## src/rtl/if_fetch_unit_if.sv

```systemverilog
// ---------------------------------------------------------------------------
// if_fetch_unit_if
// Purpose : instruction-memory request/response bundle between the fetch
//           unit (master) and the instruction memory (slave).
// Signals :
//   imem_req    master->slave  request valid
//   imem_addr   master->slave  word-aligned fetch address (32b)
//   imem_ready  slave->master  data returned this cycle
//   imem_rdata  slave->master  instruction word (32b), valid with req & ready
// ---------------------------------------------------------------------------
interface if_fetch_unit_if;
    logic        imem_req;
    logic [31:0] imem_addr;
    logic        imem_ready;
    logic [31:0] imem_rdata;

    modport master (
        output imem_req,
        output imem_addr,
        input  imem_ready,
        input  imem_rdata
    );

    modport slave (
        input  imem_req,
        input  imem_addr,
        output imem_ready,
        output imem_rdata
    );
endinterface

```

## src/rtl/if_fetch_unit.sv

```systemverilog
// ---------------------------------------------------------------------------
// if_fetch_unit
// Purpose : instruction-fetch front end. Owns the program counter, drives the
//           instruction-memory handshake and keeps one fetched instruction in
//           a buffer that feeds the IF/ID pipeline register. Freeze holds the
//           buffered instruction; branch_taken flushes it and redirects.
// Parameters:
//   RESET_PC      first fetch address after reset
//   PC_INC        byte increment per sequential fetch
// Ports:
//   clk           system clock, rising edge
//   rst           synchronous active-high reset
//   freeze        hazard stall from ID, holds the buffered instruction
//   branch_taken  redirect/flush from EXE
//   branch_addr   redirect target, bits [1:0] ignored
//   imem          instruction-memory bundle (master modport)
//   PC            fetch address + PC_INC of buffered instruction
//   Instruction   buffered instruction word (0 = bubble)
//   if_valid      PC/Instruction hold a real instruction
// Optional build macro:
//   FETCH_PERF_CNT_EN  adds perf_fetched (buffer loads) and perf_stall
//                      (cycles with freeze while the buffer is full)
// ---------------------------------------------------------------------------
module if_fetch_unit #(
    parameter logic [31:0] RESET_PC = 32'h0000_0000,
    parameter logic [31:0] PC_INC   = 32'd4
) (
    input  logic                  clk,
    input  logic                  rst,
    input  logic                  freeze,
    input  logic                  branch_taken,
    input  logic [31:0]           branch_addr,
    if_fetch_unit_if.master       imem,
    output logic [31:0]           PC,
    output logic [31:0]           Instruction,
    output logic                  if_valid
`ifdef FETCH_PERF_CNT_EN
    ,
    output logic [31:0]           perf_fetched,
    output logic [31:0]           perf_stall
`endif
);

    typedef enum logic [1:0] {
        IDLE = 2'd0,
        REQ  = 2'd1,
        DROP = 2'd2
    } state_t;

    state_t      state_q, state_d;
    logic [31:0] pc_q, pc_d;
    logic [31:0] dropAddr_q, dropAddr_d;
    logic        pending_q, pending_d;
    logic        bufValid_q, bufValid_d;
    logic [31:0] bufPc_q, bufPc_d;
    logic [31:0] bufInstr_q, bufInstr_d;

    logic        reqRaw;
    logic [31:0] addrRaw;
    logic        loadBuf;
    logic        consume;
    logic        unusedBranchLsbs;

    // The two low target bits are forced to zero, so they never reach logic.
    assign unusedBranchLsbs = ^branch_addr[1:0];

    assign consume = bufValid_q && !freeze;

    // Next-state and handshake logic. A new request is not started while the
    // buffer is full and frozen (it would have nowhere to land), but once a
    // request has been issued (pending_q) it is held until imem_ready.
    // A pending request always implies an empty buffer, so every accepted
    // response in REQ can be loaded.
    always_comb begin
        state_d    = state_q;
        pc_d       = pc_q;
        dropAddr_d = dropAddr_q;
        pending_d  = 1'b0;
        bufValid_d = bufValid_q;
        bufPc_d    = bufPc_q;
        bufInstr_d = bufInstr_q;
        reqRaw     = 1'b0;
        addrRaw    = pc_q;
        loadBuf    = 1'b0;

        case (state_q)
            IDLE: begin
                if (branch_taken || !freeze) begin
                    state_d = REQ;
                end
            end
            REQ: begin
                reqRaw = pending_q || !(bufValid_q && freeze);
                if (branch_taken) begin
                    dropAddr_d = pc_q;
                    state_d    = (reqRaw && !imem.imem_ready) ? DROP : REQ;
                end else if (reqRaw && imem.imem_ready) begin
                    loadBuf = 1'b1;
                    pc_d    = pc_q + PC_INC;
                    state_d = freeze ? IDLE : REQ;
                end else if (reqRaw) begin
                    pending_d = 1'b1;
                end else begin
                    state_d = IDLE;
                end
            end
            DROP: begin
                // Finish the abandoned transaction at its old address and
                // throw the data away; pc_q already holds the redirect target.
                reqRaw  = 1'b1;
                addrRaw = dropAddr_q;
                if (!branch_taken && imem.imem_ready) begin
                    state_d = REQ;
                end
            end
            default: begin
                state_d = REQ;
            end
        endcase

        if (branch_taken) begin
            pc_d = {branch_addr[31:2], 2'b00};
        end

        // Buffer update: flush beats load, load beats plain consumption.
        // An empty buffer reads as all zeroes so it presents a bubble.
        if (branch_taken) begin
            bufValid_d = 1'b0;
            bufPc_d    = 32'h0;
            bufInstr_d = 32'h0;
        end else if (loadBuf) begin
            bufValid_d = 1'b1;
            bufPc_d    = pc_q + PC_INC;
            bufInstr_d = imem.imem_rdata;
        end else if (consume) begin
            bufValid_d = 1'b0;
            bufPc_d    = 32'h0;
            bufInstr_d = 32'h0;
        end
    end

    // State and buffer registers with synchronous reset; reset drops any
    // outstanding transaction without passing through DROP.
    always_ff @(posedge clk) begin
        if (rst) begin
            state_q    <= REQ;
            pc_q       <= RESET_PC;
            dropAddr_q <= 32'h0;
            pending_q  <= 1'b0;
            bufValid_q <= 1'b0;
            bufPc_q    <= 32'h0;
            bufInstr_q <= 32'h0;
        end else begin
            state_q    <= state_d;
            pc_q       <= pc_d;
            dropAddr_q <= dropAddr_d;
            pending_q  <= pending_d;
            bufValid_q <= bufValid_d;
            bufPc_q    <= bufPc_d;
            bufInstr_q <= bufInstr_d;
        end
    end

    assign imem.imem_req  = reqRaw && !rst;
    assign imem.imem_addr = addrRaw;
    assign PC             = bufPc_q;
    assign Instruction    = bufInstr_q;
    assign if_valid       = bufValid_q;

`ifdef FETCH_PERF_CNT_EN
    logic [31:0] perfFetched_q;
    logic [31:0] perfStall_q;

    // Fetched counts only loads that survived (loadBuf is never set with a
    // branch); stall counts cycles where a held instruction is frozen.
    always_ff @(posedge clk) begin
        if (rst) begin
            perfFetched_q <= 32'h0;
            perfStall_q   <= 32'h0;
        end else begin
            if (loadBuf) begin
                perfFetched_q <= perfFetched_q + 32'd1;
            end
            if (freeze && bufValid_q) begin
                perfStall_q <= perfStall_q + 32'd1;
            end
        end
    end

    assign perf_fetched = perfFetched_q;
    assign perf_stall   = perfStall_q;
`endif

endmodule

```

## src/flat_wrapper.sv

```systemverilog
// flat-port wrapper written by rule: the top's interface ports become plain ports
module if_fetch_unit_flat 
#(
    parameter logic [31:0] RESET_PC = 32'h0000_0000,
    parameter logic [31:0] PC_INC   = 32'd4
)
  (clk, rst, freeze, branch_taken, branch_addr, PC, Instruction, if_valid, imem_imem_req, imem_imem_addr, imem_imem_ready, imem_imem_rdata);
  if_fetch_unit_if imem_i ();
  input  logic clk;
  input  logic rst;
  input  logic freeze;
  input  logic branch_taken;
  input  logic [31:0] branch_addr;
  output logic [31:0] PC;
  output logic [31:0] Instruction;
  output logic if_valid;
  output wire logic [$bits(imem_i.imem_req)-1:0] imem_imem_req;
  output wire logic [$bits(imem_i.imem_addr)-1:0] imem_imem_addr;
  input wire logic [$bits(imem_i.imem_ready)-1:0] imem_imem_ready;
  input wire logic [$bits(imem_i.imem_rdata)-1:0] imem_imem_rdata;
  assign imem_imem_req = imem_i.imem_req;
  assign imem_imem_addr = imem_i.imem_addr;
  assign imem_i.imem_ready = imem_imem_ready;
  assign imem_i.imem_rdata = imem_imem_rdata;
  if_fetch_unit #(.RESET_PC(RESET_PC), .PC_INC(PC_INC)) u_core (.clk(clk), .rst(rst), .freeze(freeze), .branch_taken(branch_taken), .branch_addr(branch_addr), .imem(imem_i), .PC(PC), .Instruction(Instruction), .if_valid(if_valid));
endmodule
```

## config.mk

```make
export PLATFORM = sky130hd
export DESIGN_NAME = if_fetch_unit_flat
export DESIGN_NICKNAME = d
export VERILOG_FILES = /design/src/rtl/if_fetch_unit_if.sv /design/src/rtl/if_fetch_unit.sv /design/src/flat_wrapper.sv
export SDC_FILE = /design/constraint.sdc
export NUM_CORES = 1
export LEC_CHECK = 0
export ABC_AREA = 0
export BUFFER_PORTS_ARGS = -buffer_cell sky130_fd_sc_hd__buf_2
export CAP_MARGIN = 25
export CORE_MARGIN = 5
export CORE_UTILIZATION = 55
export CTS_CLUSTER_DIAMETER = 150
export DETAILED_ROUTE_END_ITERATION = 10
export HOLD_SLACK_MARGIN = 0.05
export MAX_ROUTING_LAYER = met4
export PLACE_DENSITY = 0.84
export SLEW_MARGIN = 20
export SYNTH_ARGS = -nofsm -noshare
export SYNTH_HDL_FRONTEND = slang
export SYNTH_SLANG_ARGS = --single-unit
```

## constraint.sdc

```tcl
create_clock -name clk -period 5 [get_ports clk]
set_input_delay 0.5 -clock clk [delete_from_list [all_inputs] [get_ports clk]]
set_output_delay 0.5 -clock clk [all_outputs]
set_load 0.03 [all_outputs]
```

* Word-level counts from Yosys, hierarchy flattened
Cells that the tools add are included.
** Word-level totals
- Memories :: 0
- ROM bits :: 0
- Logic and storage cells :: 60
- Bits in latches :: 0
- Bits in registers :: 132
- Bits in writable memories :: 0
** Operators by class
- Reduce and logical (&&, ||, !) cells :: 23
- Multipliers :: 0
- Shifts and indexed selects :: 0
- Magnitude comparators :: 0
- Bitwise gates (word level) :: 1
- Multiplexer cells :: 22
- Div/mod/pow operators :: 0
- Equality and inequality tests :: 5
- $add $sub $neg :: 1
** Operators by type and width (count)
- two-way mux 32 bit :: 7
- adder 32 x 3 -> 32 bit, second input constant :: 1
- two-way mux 2 bit :: 6
- two-way mux 1 bit :: 7
- logical AND 1 bit :: 6
- case mux 2 bit (3 select lines) :: 1
- AND reduction 2 bit :: 3
- nonzero test 2 bit :: 3
- logical NOT 1 bit :: 5
- != test 2 x 1 -> 1 bit, second input constant :: 2
- != test 4 bit, second input constant :: 1
- OR reduction 4 bit :: 1
- AND reduction 3 bit :: 1
- equality test 2 x 1 -> 1 bit, second input constant :: 1
- equality test 2 bit, second input constant :: 1
- logical NOT 2 bit :: 1
- logical OR 1 bit :: 2
- case mux 1 bit (2 select lines) :: 1
- OR reduction 2 bit :: 1
- NOT 1 bit :: 1

* Depth between registers and ports, before layout
- Depth in word-level cells :: 8
- Mapped depth :: 9
- Mapped depth without buffers :: 6

* Worst setup path after synthesis
OpenSTA, ideal clock, no wires.
- Kind :: reg-to-output
- Start :: register u_core.state_q[0]
- End :: output imem_imem_addr[14]
- Arrival :: 1.703 ns
- Data required time :: 4.500 ns
- Slack :: 2.797 ns
- Cell stages (with the launch flop) :: 6
- Cell sequence :: dfxtp_1 -> inv_1 -> ha_1 -> clkbuf_1 -> clkbuf_1 -> o21ai_0
** Between the ends
- Cells in the longest elaborated chain, start to end :: 2
** RTL lines
- start: declaration :: line if_fetch_unit.sv:50 : state_t state_q, state_d;
- start signal: assignment :: line if_fetch_unit.sv:154 : state_q <= state_d;
- equality test 2 bit :: line if_fetch_unit.sv:86 : case (state_q)
- two-way mux 32 bit :: line if_fetch_unit.sv:86
- end: declaration :: line flat_wrapper.sv:18 : output wire logic [$bits(imem_i.imem_addr)-1:0] imem_imem_addr;
No other way between the ends.

* Final worst setup path
- Start :: register u_core.state_q[1]
- End :: register u_core.pc_q[27]
** Between the ends
- Cells in the longest elaborated chain, start to end :: 3
** RTL lines
- equality test 2 x 1 -> 1 bit :: line if_fetch_unit.sv:86
- nonzero test 2 bit (no source line)
- AND reduction 2 bit (no source line)
- end signal: assignment :: line if_fetch_unit.sv:155 : pc_q <= pc_d;
- end: declaration :: line if_fetch_unit.sv:51 : logic [31:0] pc_q, pc_d;
No other way between the ends.
A chain may end at the register's enable or synchronous reset.

==> metrics.txt <==
switching power 0.776 mW; status completed; # H-tree levels 4; Critical Path Start u_core.state_q[1]; TritonRoute pass-1 iters 6; number of port buffers 160; EDFF count, synth 0; number of setup buffers added after CTS 0; syn_area_per_cell 8.33 um^2; Cell Area, Placed 6530 um^2; CTS Hold Bufs 0; Layout Area Growth over Synthesis 23.4%; clock sink count 126; gr ovfl total 0; post-route cell area 7130 um^2; Sequential Power Share 40.5%; P_leak 3.00 nW; I/O Pins 167; crit path capture u_core.pc_q[27]; CP arrival 3.20 ns; Mapped Cells 694; CP cell instances inv_1 -> ha_1 -> and3_1 -> nand2_1 -> or3_1 -> nand3_1; cell depth of the worst setup path 6; clock buffer depth 2; total die area 12700 um^2; Slew Viols, Final 0; reg-to-reg startpoint u_core.state_q[1]; crit path kind flop to flop; first-pass GRT wire length 27000 um; most frequent cells in the layout buf_2 (160), dfxtp_1 (126), nand2_1 (120); asr flop ratio synth 0%; final cell count without fillers 965; fillers 810; Hold Fails Final Rpt 0; Most used DFF post-synth dfxtp_1; Fin Hold WS 0.224 ns; switching part of the total 28.6%; vias in the first global route 5559; Tightest Hold Check Type input pin to flop; vias post-DR 5649; FF+latch count, synth 126; dpl ws 2.24 ns; Skew-Pair Late Insertion Delay 0.52 ns; Core ar. 10300 um^2; CP top delay family simple AND/OR/NAND/NOR gates; TritonCTS clock tree yes; Setup crit start kind flop; initial antenna violation count 0; Die Width 113 um; DRT antenna net count 0; WP data required 5.46 ns; Site Rows 37; FF-to-FF path depth 6; Int Power 1.94 mW; Post-Synthesis Cell Area 5780 um^2; Setup WS post-layout 2.26 ns; f_max 365 MHz; Logic pwr share 13.2%; crit path time final 2.74 ns; initial drt markers 647; Worst R2R End u_core.pc_q[27]; most common cell after layout, fill and taps aside buf_2; Yosys warnings 0; Slew HR 34.6%; clock slew at reported path FFs 0.06 ns; Worst Path Buf+Inv 1; Slew @ Worst Pin 0.975 ns; clk_skew 0.0111 ns; Net count, final 889; DP Cell Count 933; clk root buf clkbuf_8; critical path endpoint category flop; Post-CTS Resized 0; power per cell area 380 nW/um^2; drt drc 0; total negative slack 0 ns; Die Y 113 um; Clock power frac 46.3%; RSZ-0062 raised after global routing no; Worst R2R Setup Slack 2.26 ns; Total GRT Usage 26.8%; Diodes inserted 0; layout cell share with drive strength beyond 1 28.5%; Distinct cells, synth 49; fin crit share 54.8%; VDD IR max 292 uV; worst-path fanout max 20; drt via density 5.85; Routability Congestion 0.946; highest cell delay on the worst timing path 0.73 ns; total CTS buffers 17; final wirelength 16600 um; slowest CP cell and3_1; Avg WL per Cell 17.2 um; # setup viols final 0; Initial Utilization 56.2%; DP HPWL 11400 um; sequential cell area fraction in the yosys report 43.6%; Max Cap Violations 0; largest net degree at the start of global routing 67
[flip-flops by register name, summed over array words and instances, names as in the netlist]
signal,cells
u_core.Instruction,32
u_core.PC,30
u_core.dropAddr_q,30
u_core.if_valid,1
u_core.pc_q,30
u_core.pending_q,1
u_core.state_q,2
[power by group through the flow]
stage / clock network (mW) / registers [mW] / logic (mW)
floorplan: 0 / 1.11 / 0.250
finish: 1.26 / 1.10 / 0.358
global route: 1.32 / 1.10 / 0.387
global placement: 0 / 1.11 / 0.341
detailed placement: 0 / 1.12 / 0.354
CTS: 1.26 / 1.10 / 0.356
[worst min-delay path by stage]
stage / startpoint / endpoint / slack, ns / cells past startpoint
after global placement: u_core.PC[26] / u_core.PC[26] / 0.43 / 2
after floorplan: u_core.dropAddr_q[10] / u_core.dropAddr_q[10] / 0.43 / 2
after global routing: imem_imem_rdata[3] / u_core.Instruction[3] / 0.22 / 3
after CTS: branch_addr[2] / u_core.pc_q[2] / 0.22 / 3
final: branch_addr[2] / u_core.pc_q[2] / 0.22 / 3
after detailed placement: u_core.PC[28] / u_core.PC[28] / 0.44 / 2
[synth_stat cells, types with 2 or more instances]
| master | count | area share, % |
|---|---|---|
| buf_2 | 17 | 1.5 |
| a211oi_1 | 11 | 1.4 |
| nand4_1 | 17 | 1.8 |
| and3_1 | 6 | 0.65 |
| and2_1 | 4 | 0.43 |
| o211ai_1 | 2 | 0.26 |
| nor3_1 | 7 | 0.61 |
| o22ai_1 | 3 | 0.32 |
| xnor2_1 | 18 | 2.7 |
| nor4_1 | 3 | 0.32 |
| nand2_1 | 120 | 7.8 |
| and4_1 | 4 | 0.61 |
| inv_1 | 11 | 0.71 |
| nand3_1 | 24 | 2.1 |
| xor2_1 | 25 | 3.8 |
| ha_1 | 4 | 0.87 |
| nand3_2 | 2 | 0.35 |
| o21ai_0 | 15 | 1.3 |
| a21oi_1 | 44 | 3.8 |
| a211oi_2 | 2 | 0.43 |
| o21ai_1 | 12 | 1.0 |
| a31oi_1 | 6 | 0.65 |
| or3_1 | 6 | 0.65 |
| clkbuf_1 | 42 | 2.7 |
| mux2_2 | 25 | 4.9 |
| nor4_4 | 2 | 0.74 |
| buf_4 | 6 | 0.78 |
| a311oi_1 | 4 | 0.61 |
| nand4_2 | 2 | 0.43 |
| mux2i_1 | 3 | 0.52 |
| dfxtp_1 | 126 | 44 |
| a22oi_1 | 41 | 5.3 |
| nor2_1 | 64 | 4.2 |
[metrics by stage]
stage	util (%)	total power [mW]
finish	69.4	2.71
global route	69.4	2.81
global placement	63.4	1.45
detailed placement	63.6	1.47
floorplan	-	1.36
CTS	69.4	2.71
[worst register-to-register path, stage by stage (launching register included)]
cell and delay (ns):
dfxtp_1 0.34, inv_1 0.10, ha_1 0.35, and3_1 0.73, nand2_1 0.58, or3_1 0.50
nand3_1 0.08
[cell families (layout without fill, tap and decap cells)]
group | count (synthesis) | in the layout | share of synthesized area (%)
simple gates | 268 | 268 | 21.6
compound gates | 145 | 145 | 15.9
flops | 126 | 126 | 43.6
buf+inv | 79 | 211 | 6.02
xor+xnor | 43 | 43 | 6.52
mux | 28 | 28 | 5.39
fa+ha+maj | 4 | 4 | 0.866
other cells | 1 | 4 | 0.0649
[per-layer routing]
metal,track usage (%),wire [um],vias to the layer above
met5,-,0,-
met4,10.1,477,0
met3,6.79,1260,46
met2,43.9,8340,271
met1,31.8,6530,2686
li1,-,-,2646
[final cells by class]
cell class	count	area (um^2)	share of cell area (%)
multi-input cells	492	2930	41.1
flip-flops and latches	126	2520	35.4
repair buffers	167	861	12.1
clock buffers	18	418	5.86
clock inverters	14	184	2.58
well taps	136	170	2.39
inverters	12	45.0	0.631
No activity file was read; power rests on OpenSTA's default activity.
